File: src/rtl/fifo_arb_pkg.sv
// Shared types and helpers for the round-robin FIFO write arbiter.
package fifo_arb_pkg;

  typedef enum logic [0:0] {
    IDLE  = 1'b0,
    BURST = 1'b1
  } arb_state_e;

  localparam int STAT_W     = 16;
  localparam int BEAT_CNT_W = 8;

  // Width of a requester index; never narrower than one bit.
  function automatic int id_w(input int n);
    return (n > 1) ? $clog2(n) : 1;
  endfunction

endpackage

File: src/rtl/fifo_rr_picker.sv
// Combinational round-robin picker: first set request scanning upward from last_grant+1.
module fifo_rr_picker
  import fifo_arb_pkg::*;
#(
  parameter int N_REQ = 4,
  localparam int ID_W = id_w(N_REQ)
) (
  input  logic [N_REQ-1:0] req,
  input  logic [ID_W-1:0]  last_grant,
  output logic             pick_valid,
  output logic [ID_W-1:0]  pick_id
);

  logic [ID_W-1:0] cand;

  // Walk the offsets from farthest to nearest so the nearest hit is the one that sticks.
  always_comb begin
    pick_valid = 1'b0;
    pick_id    = '0;
    cand       = '0;
    for (int i = N_REQ; i >= 1; i--) begin
      cand = ID_W'((int'(last_grant) + i) % N_REQ);
      if (req[cand]) begin
        pick_valid = 1'b1;
        pick_id    = cand;
      end
    end
  end

endmodule

File: src/rtl/fifo_wr_arbiter.sv
// Round-robin burst arbiter driving a single FIFO write port.
// Optional statistics counters are built when FIFO_ARB_STATS_EN is defined.
module fifo_wr_arbiter
  import fifo_arb_pkg::*;
#(
  parameter int N_REQ     = 4,
  parameter int DATA_W    = 32,
  parameter int MAX_BURST = 8,
  localparam int ID_W     = id_w(N_REQ)
) (
  input  logic                          clk,
  input  logic                          rst_n,
  input  logic [N_REQ-1:0]              req_valid,
  input  logic [N_REQ-1:0][DATA_W-1:0]  req_data,
  input  logic [N_REQ-1:0]              req_last,
  output logic [N_REQ-1:0]              req_ready,
  input  logic                          fifo_full,
  output logic                          fifo_wr_en,
  output logic [DATA_W-1:0]             fifo_wr_data,
`ifdef FIFO_ARB_STATS_EN
  input  logic                          stat_clr,
  output logic [N_REQ-1:0][STAT_W-1:0]  stat_beats,
  output logic [STAT_W-1:0]             stat_full_stall,
`endif
  output logic [ID_W-1:0]               grant_id,
  output logic                          busy
);

  arb_state_e            state;
  logic [ID_W-1:0]       last_grant;
  logic [BEAT_CNT_W-1:0] beat_cnt;
  logic                  pick_valid;
  logic [ID_W-1:0]       pick_id;
  logic                  accept;
  logic                  burst_end;

  fifo_rr_picker #(.N_REQ(N_REQ)) u_picker (
    .req        (req_valid),
    .last_grant (last_grant),
    .pick_valid (pick_valid),
    .pick_id    (pick_id)
  );

  assign busy      = (state == BURST);
  assign accept    = busy && req_valid[grant_id] && !fifo_full;
  // A last beat that also hits the burst limit still ends the burst only once.
  assign burst_end = accept &&
                     (req_last[grant_id] || (beat_cnt == BEAT_CNT_W'(MAX_BURST - 1)));

  always_comb begin
    req_ready    = '0;
    fifo_wr_data = '0;
    if (busy) begin
      req_ready[grant_id] = !fifo_full;
      fifo_wr_data        = req_data[grant_id];
    end
  end

  assign fifo_wr_en = accept;

  always_ff @(posedge clk) begin
    if (!rst_n) begin
      state      <= IDLE;
      grant_id   <= '0;
      last_grant <= ID_W'(N_REQ - 1);
      beat_cnt   <= '0;
    end else begin
      case (state)
        IDLE: begin
          if (pick_valid) begin
            state    <= BURST;
            grant_id <= pick_id;
          end
        end
        BURST: begin
          if (burst_end) begin
            state      <= IDLE;
            last_grant <= grant_id;
            beat_cnt   <= '0;
          end else if (accept) begin
            beat_cnt <= beat_cnt + 1'b1;
          end
        end
        default: state <= IDLE;
      endcase
    end
  end

`ifdef FIFO_ARB_STATS_EN
  function automatic logic [STAT_W-1:0] sat_inc(input logic [STAT_W-1:0] v);
    return (v == '1) ? v : v + 1'b1;
  endfunction

  always_ff @(posedge clk) begin
    if (!rst_n || stat_clr) begin
      stat_beats      <= '0;
      stat_full_stall <= '0;
    end else begin
      if (accept) begin
        stat_beats[grant_id] <= sat_inc(stat_beats[grant_id]);
      end
      if (busy && req_valid[grant_id] && fifo_full) begin
        stat_full_stall <= sat_inc(stat_full_stall);
      end
    end
  end
`endif

endmodule

File: config.mk
export PLATFORM = sky130hd
export DESIGN_NAME = fifo_wr_arbiter
export DESIGN_NICKNAME = d
export VERILOG_FILES = /design/src/rtl/fifo_arb_pkg.sv /design/src/rtl/fifo_rr_picker.sv /design/src/rtl/fifo_wr_arbiter.sv
export SDC_FILE = /design/constraint.sdc
export NUM_CORES = 1
export LEC_CHECK = 0
export ABC_AREA = 1
export CAP_MARGIN = 40
export CORE_ASPECT_RATIO = 0.9
export CORE_MARGIN = 2
export CORE_UTILIZATION = 35
export CTS_CLUSTER_DIAMETER = 150
export DETAILED_ROUTE_END_ITERATION = 8
export PLACE_DENSITY = 0.94
export SYNTH_ARGS = -nofsm -noshare
export SYNTH_HDL_FRONTEND = slang
export SYNTH_HIERARCHICAL = 1
export SYNTH_SLANG_ARGS = --single-unit
File: constraint.sdc
create_clock -name clk -period 4.5 [get_ports clk]
set_clock_uncertainty 0.15 [all_clocks]
set_input_delay 1.125 -clock clk [delete_from_list [all_inputs] [get_ports clk]]
set_output_delay 1.125 -clock clk [all_outputs]
set_load 0.01 [all_outputs]
==> flow_summary.ini, run 1 <==
[clock_tree]
clk_pin_slew_ps = 60
htree_levels = 1
tritoncts = built
post_cts_buffers = 0
cts_num_sinks = 13
numCtsBuffers = 3
cts_root_buffer = clkbuf_8
clk_latency_ps = 240
cts_resized = 0
hold_buffers = 0
clock_path_buffers = 2

[synthesis]
ys_warn_count = 6
synth_area_leaders = nand3_1 (30%), nand2_1 (16%), a41oi_1 (14%)
synthDistinctLibCells = 28
synthMuxAreaShare_pct = 0
ys_seq_area_share_pct = 12.5
netlist.area_leader.share_pct = 29.9
yosysTopAreaCell = nand3_1
synthCells = 362
syn_nets = 502
synth_simple_gate_area_share_pct = 56.8
synth_top_family_by_area = simple AND/OR/NAND/NOR gates
synth_seq_cells = 13
synth_compound_gate_area_share_pct = 17.8
synth_area_um2 = 2070
synth_xor_area_share_pct = 0
syn_area_per_cell_um2 = 5.73
synth_fa_ha_area_share_pct = 0.603

[timing]
fin_crit_ps = 4060
slew_headroom_pct = 48.4
fin_crit_sh_pct = 90.2
rsz0062_at_grt = false
final.setup.tns_ps = 0
setup_violations = 0
finalWorstSetupSlack_ps = 443
fmax_ghz = 0.246
drv_slew = 0
hold_slack_ps = 357
worst_slew_pin_slew_ps = 774
hold_viol = 0

[die]
fp-row-count = 26
start_util_pct = 36.4
dieHeight_um = 77.0
dieArea_um2 = 6560
core-area_um2 = 5690
ios = 179
die_x_um = 85.2

[global_routing]
grt_first_pass_wirelength_um = 14500
antenna_found_initial = 0
track_usage_pct = 26.6
grt_pass1_vias = 3131
grt_max_degree = 42
grt.overflow.total = 0

[detailed_routing]
drt_wl_total_um = 9250
drcViolationCount = 0
wl_per_cell_um = 15.7
drt-initial-drc-count = 139
highest_layer = met4
dr_wl_met2_um = 4700
drt_pass1_iterations = 5
vias = 3289
dr_wl_met3_um = 715
ant_nets = 0
wl_met1_um = 3640
viasPerCell = 5.59

[setup_path]
cp_data_required_time_ps = 3220
r2r_end = beat_cnt[5]
r2r_slack_ps = 2220
startpoint_type = input pin
crit_path_end = fifo_wr_en
worstReg2RegStart = grant_id[0]
worstSetupPathType = input pin to output pin
cp_max_fo = 10
crit_start = fifo_full
worst_setup_path_end_kind = output pin
cp_data_arrival_time_ps = 2780
rr_worst_depth = 8

[layout]
antenna_cells = 0
fillers = 487
seqCellArea_um2 = 263
multiInputGateArea_um2 = 1560
fin_util_pct = 68.2
nets = 659
drive_above_1_share_pct = 8.11
area_growth_pct = 87.3

[placed_design]
gp_congestion = 0.884
place_ws_ps = 448
dp_hpwl_um = 7060
numPortBuffers = 178

[flow_run]
maxCapViolations = 0

[power]
vdd_drop_max_v = 0.000241
p_total_w = 0.00100
power_leakage_nw = 1.41
powerDensity_nw_per_um2 = 258

[min_path]
hp-class = flop to flop
min_path_cells = 2

[status]
status = finished clean
-- cells by family after synthesis --
kind of cell | count (synthesis)
flops | 13
compound gates | 45
simple gates | 248
buf+inv | 55
fa+ha+maj | 1
-- final cells by class --
type / count / share of cell area (%)
timing repair buffer: 184 / 47.3
inverter: 23 / 2.35
tap: 70 / 2.25
sequential: 13 / 6.76
multi-input combinational: 294 / 40.1
clock buffer: 4 / 1.16
-- state kept, by name, summed over array words and instances (netlist names) --
signal / flops
last_grant: 2
grant_id: 2
beat_cnt: 8
busy: 1
-- placed cells by master (no fill, tap or decap), types with 4 or more instances in the layout --
cell type        Yosys  layout
nor3_1               8       8
nor2_1               7       7
buf_4                4       5
dfxtp_1             13      11
clkdlybuf4s50_1      0     178
nand3_1            124     124
inv_2                4       4
inv_1               18      18
a21oi_2              4       4
nand2_2             10      10
a41oi_1             32      32
nor2_2               5       5
nand2_1             87      87
-- synth_stat cells --
| cell type | n |
|---|---|
| a21oi_1 | 2 |
| a21oi_2 | 4 |
| buf_4 | 4 |
| nand3_2 | 1 |
| o21bai_1 | 1 |
| o21ai_1 | 1 |
| o21ai_0 | 3 |
| nor3_1 | 8 |
| nor2_2 | 5 |
| inv_2 | 4 |
| dfxtp_1 | 13 |
| nand2_2 | 10 |
| clkbuf_1 | 15 |
| nand4_1 | 1 |
| a41oi_1 | 32 |
| nor2_1 | 7 |
| a21boi_1 | 1 |
| inv_6 | 1 |
| nand2_4 | 2 |
| ha_1 | 1 |
| and2_4 | 1 |
| buf_2 | 11 |
| nand2_1 | 87 |
| nand3_1 | 124 |
| inv_1 | 18 |
| buf_6 | 2 |
| nor2_4 | 2 |
| o21ai_2 | 1 |
-- worst max-delay path, cell delays in order --
cell and delay (ps):
clkdlybuf4s50_1 450, nor2_4 200, inv_1 140, nor2_4 280, clkdlybuf4s50_1 590
-- per-layer routing --
layer  vias up  track usage, %
met5         -               0
met4         0            7.30
met3        18            4.41
met2       170            50.2
met1      1507            30.2
li1       1594               -
-- worst min path at each step --
stage	from	endpoint	slack (ps)
after floorplan	last_grant[0]	last_grant[0]	300
after global placement	busy	busy	330
after detailed placement	busy	busy	350
after CTS	busy	busy	360
after global routing	beat_cnt[6]	beat_cnt[6]	390
final	busy	busy	360
-- per-stage QoR --
stage,area [µm²],cells
after floorplan,2070,362
after global placement,3840,584
after detailed placement,3840,584
after CTS,3880,588
after global routing,3880,588
final,3880,588
-- report_power, final --
group          switching, W  total, W  internal (W)
Sequential        0.0000385  0.000164      0.000126
Combinational      0.000376  0.000733      0.000358
Clock             0.0000410  0.000103     0.0000624
Total              0.000455   0.00100      0.000546
Power figures use the tool's default switching activity.
==> run 2: changes to the inputs <==
Settings changed: CORE_ASPECT_RATIO 0.9 to 1.75.
==> flow_summary.ini, run 2 (same netlist as run 1, synthesis figures left out) <==
[power]
powerDensity_nw_per_um2 = 256
vdd_drop_max_v = 0.000430
power_leakage_nw = 1.40

[layout]
drive_above_1_share_pct = 8.11
largest_register_ffs = 8
top_register = beat_cnt
final_area_um2 = 3880
reg.largest.list = beat_cnt x8, grant_id x2, last_grant x2
nets = 659
final_cell_mix = clkdlybuf4s50_1 (178), nand3_1 (124), nand2_1 (87), a41oi_1 (32), inv_1 (18)
final_common_cell = clkdlybuf4s50_1
fin_cells = 596
area_growth_pct = 87.2
fin_util_pct = 67.1
antenna_cells = 0

[setup_path]
r2r_end = beat_cnt[5]
cpMaxStageDelayCell = clkdlybuf4s50_1
cp_data_arrival_time_ps = 2730
r2r_slack_ps = 2340
cp_max_fo = 8
cp_num_buf_inv = 3
cp_cell_sequence = clkdlybuf4s50_1 > nor2_4 > inv_1 > nor3_1 > clkdlybuf4s50_1
max_stage_delay_ps = 590
worstReg2RegStart = grant_id[1]
critPathMostFrequentCell = clkdlybuf4s50_1
cp_data_required_time_ps = 3220
rr_worst_depth = 9
worstSetupPathType = input pin to output pin
startpoint_type = input pin
cp.depth = 5
worst_setup_path_end_kind = output pin
critPathTopFamily = buffers and inverters

[min_path]
hp-class = flop to flop
min-delay-start = beat_cnt[7]
min_to = beat_cnt[7]
min_path_cells = 2

[clock_tree]
clock_path_buffers = 2
hold_buffers = 0
clk_latency_ps = 260
htree_levels = 1
clk_pin_slew_ps = 60
cts_root_buffer = clkbuf_8
post_cts_buffers = 0
numCtsBuffers = 3
cts_resized = 0
tritoncts = built
cts_num_sinks = 13

[die]
dieArea_um2 = 6580
dieHeight_um = 106
ios = 179
fp-row-count = 37
die_x_um = 62.2
start_util_pct = 35.8
core-area_um2 = 5790

[detailed_routing]
viasPerCell = 5.56
drt-initial-drc-count = 295
vias = 3312
drcViolationCount = 0
wl_per_cell_um = 16.1
ant_nets = 0
drt_wl_total_um = 9620
drt_pass1_iterations = 7

[placed_design]
placed_cells = 592
gp_congestion = 0.948
numPortBuffers = 178
dp_hpwl_um = 7310
placed_cell_area_um2 = 3840

[global_routing]
grt_pass1_vias = 3216
grt_max_degree = 75
grt.overflow.total = 0
track_usage_pct = 28.6
antenna_found_initial = 0
grt_first_pass_wirelength_um = 15500

[timing]
fin_crit_sh_pct = 88.9
fmax_ghz = 0.250
drv_slew = 0
rsz0062_at_grt = false
hold_viol = 0
final.setup.tns_ps = 0
worst_slew_pin_slew_ps = 726
fin_crit_ps = 4000
setup_violations = 0
slew_headroom_pct = 51.6

[status]
status = finished clean

[flow_run]
maxCapViolations = 0
## run 2: cell count changes in the layout (fill, tap and decap cells not counted)
cell    previous run  this run
buf_4              5         6
buf_12             1         0
## run 2: layout make-up
cell class                      count  area, µm²
Clock buffer                        4       45.0
Fill cell                         470       1900
Inverter                           23       91.3
Multi-Input combinational cell    294       1560
Sequential cell                    13        263
Tap cell                           78       97.6
Timing Repair Buffer              184       1830
## run 2: layer usage
layer | vias to the layer above | share of wire [%] | global-route usage, %
met4 | 0 | 5.1 | 14.6
met1 | 1486 | 36 | 31.5
met2 | 190 | 48 | 48.7
met3 | 43 | 11 | 9.18
li1 | 1593 | - | -
met5 | - | 0 | 0
## run 2: worst max-delay path by stage
stage          slack, ps          from           end
6_report             500     fifo_full  req_ready[1]
3_3_place_gp         600  req_valid[3]    fifo_wr_en
4_1_cts              500     fifo_full  req_ready[1]
2_1_floorplan       1550     fifo_full  req_ready[0]
3_5_place_dp         490     fifo_full  req_ready[1]
5_1_grt              440     fifo_full  req_ready[1]
## run 2: where the power goes
part           total (W)  internal, W  switching, W
clock           0.000111    0.0000630     0.0000482
combinational   0.000740     0.000350      0.000391
sequential      0.000141     0.000126     0.0000155
total           0.000993     0.000538      0.000454
## run 2: per-stage QoR
step | total power, W | hold slack (ps) | setup slack (ps)
floorplan | 0.000541 | 301 | 1550
global placement | 0.000864 | 332 | 603
detailed placement | 0.000881 | 341 | 489
CTS | 0.000991 | 354 | 500
global route | 0.00106 | 378 | 440
finish | 0.000993 | 362 | 499
## run 2: tightest hold or removal path, cell delays in order (launching register included)
cell,delay (ps)
dfxtp_1,330
nand2_1,90
a21oi_2,50
==> run 3: changes to the inputs <==
Settings changed: CORE_MARGIN 2 to unset, CORE_UTILIZATION 35 to 30, PLACE_DENSITY 0.94 to unset, PLACE_DENSITY_LB_ADDON set to 0.1.
==> flow_summary.ini, run 3 (same netlist as run 1, synthesis figures left out) <==
[layout]
top_register = beat_cnt
drive_above_1_share_pct = 8.12
reg.largest.list = beat_cnt x8, grant_id x2, last_grant x2
final_common_cell = clkdlybuf4s50_1
largest_register_ffs = 8
final_cell_mix = clkdlybuf4s50_1 (178), nand3_1 (124), nand2_1 (87), a41oi_1 (32), inv_1 (18)
seqCellArea_um2 = 263
nets = 658
antenna_cells = 0
multiInputGateArea_um2 = 1560
fillers = 617
area_growth_pct = 88.7

[timing]
fin_crit_sh_pct = 91.2
fin_crit_ps = 4100
final.setup.tns_ps = 0
rsz0062_at_grt = false
drv_slew = 0
slew_headroom_pct = 48.4
worst_slew_pin_slew_ps = 775
setup_violations = 0
fmax_ghz = 0.244
hold_slack_ps = 350
hold_viol = 0

[global_routing]
use_met2_pct = 49.8
antenna_found_initial = 0
grtUsageMet1_pct = 28.0
grt_first_pass_wirelength_um = 15300
top_usage_layer = met2
track_usage_pct = 27.0
grt_max_degree = 76
grt_use_met3_pct = 8.20
grt.overflow.total = 0
grt_pass1_vias = 2953

[power]
powerDensity_nw_per_um2 = 271
vdd_drop_max_v = 0.000339
power_leakage_nw = 1.41

[setup_path]
cp_data_arrival_time_ps = 2830
worstSetupPathType = input pin to output pin
rr_worst_depth = 10
startpoint_type = input pin
r2r_end = beat_cnt[3]
cp_max_fo = 10
cp_data_required_time_ps = 3220
worst_setup_path_end_kind = output pin
worstReg2RegStart = grant_id[0]
r2r_slack_ps = 2310

[min_path]
hp-class = flop to flop
min_to = busy
min_path_cells = 2
min-delay-start = busy

[clock_tree]
cts_root_buffer = clkbuf_16
cts_num_sinks = 13
hold_buffers = 0
clk_latency_ps = 250
htree_levels = 1
clk_pin_slew_ps = 50
post_cts_buffers = 0
numCtsBuffers = 3
clock_path_buffers = 2
cts_resized = 0
tritoncts = built

[die]
start_util_pct = 31.5
dieHeight_um = 112
fp-row-count = 39
dieArea_um2 = 7260
die_x_um = 64.9
core-area_um2 = 6590
ios = 179

[detailed_routing]
drt_pass1_iterations = 5
ant_nets = 0
drcViolationCount = 0
drt_wl_total_um = 10200
vias = 3266
viasPerCell = 5.45
wl_per_cell_um = 17.0
drt-initial-drc-count = 201

[flow_run]
maxCapViolations = 0

[placed_design]
dp_hpwl_um = 7510
numPortBuffers = 178
gp_congestion = 0.854

[status]
status = finished clean
-- run 3: how the worst max path moves through the flow --
stage / start / endpoint / slack [ps] / cells after the start
finish: fifo_full / fifo_wr_en / 400 / 5
CTS: fifo_full / fifo_wr_en / 400 / 5
global placement: req_valid[3] / fifo_wr_en / 410 / 6
global route: fifo_full / fifo_wr_en / 320 / 5
detailed placement: fifo_full / fifo_wr_en / 410 / 5
floorplan: fifo_full / req_ready[0] / 1550 / 3
-- run 3: area by class of cell --
| class | instances | share of cell area, % |
|---|---|---|
| clock buffers | 3 | 1.92 |
| clock inverters | 1 | 0.128 |
| inverters | 23 | 2.33 |
| multi-input cells | 294 | 39.8 |
| flip-flops and latches | 13 | 6.71 |
| well taps | 82 | 2.62 |
| repair buffers | 183 | 46.5 |
-- run 3: routing by layer --
layer | vias up | share of wire, %
li1 | 1589 | -
met1 | 1510 | 36
met2 | 147 | 51
met3 | 20 | 9.6
met4 | 0 | 2.6
met5 | - | 0
-- run 3: metrics by stage --
stage,utilization (%),setup WS [ps],instance area [µm²],power [W],instances
finish,59.4,397,3920,0.00106,599
global route,59.4,317,3920,0.00113,599
CTS,59.4,404,3920,0.00106,599
detailed placement,58.2,408,3830,0.000890,595
global placement,58.2,408,3830,0.000884,595
floorplan,-,1550,2070,0.000541,362
-- run 3: critical path, stage by stage --
cell,delay (ps)
clkdlybuf4s50_1,440
nor2_4,210
inv_1,170
nor2_4,290
clkdlybuf4s50_1,590
-- run 3: power breakdown --
group          leakage, nW  internal, W  switching (W)
Combinational         1.27     0.000348       0.000399
Sequential           0.107     0.000126      0.0000150
Clock               0.0409     0.000118      0.0000535
Total                 1.41     0.000593       0.000468
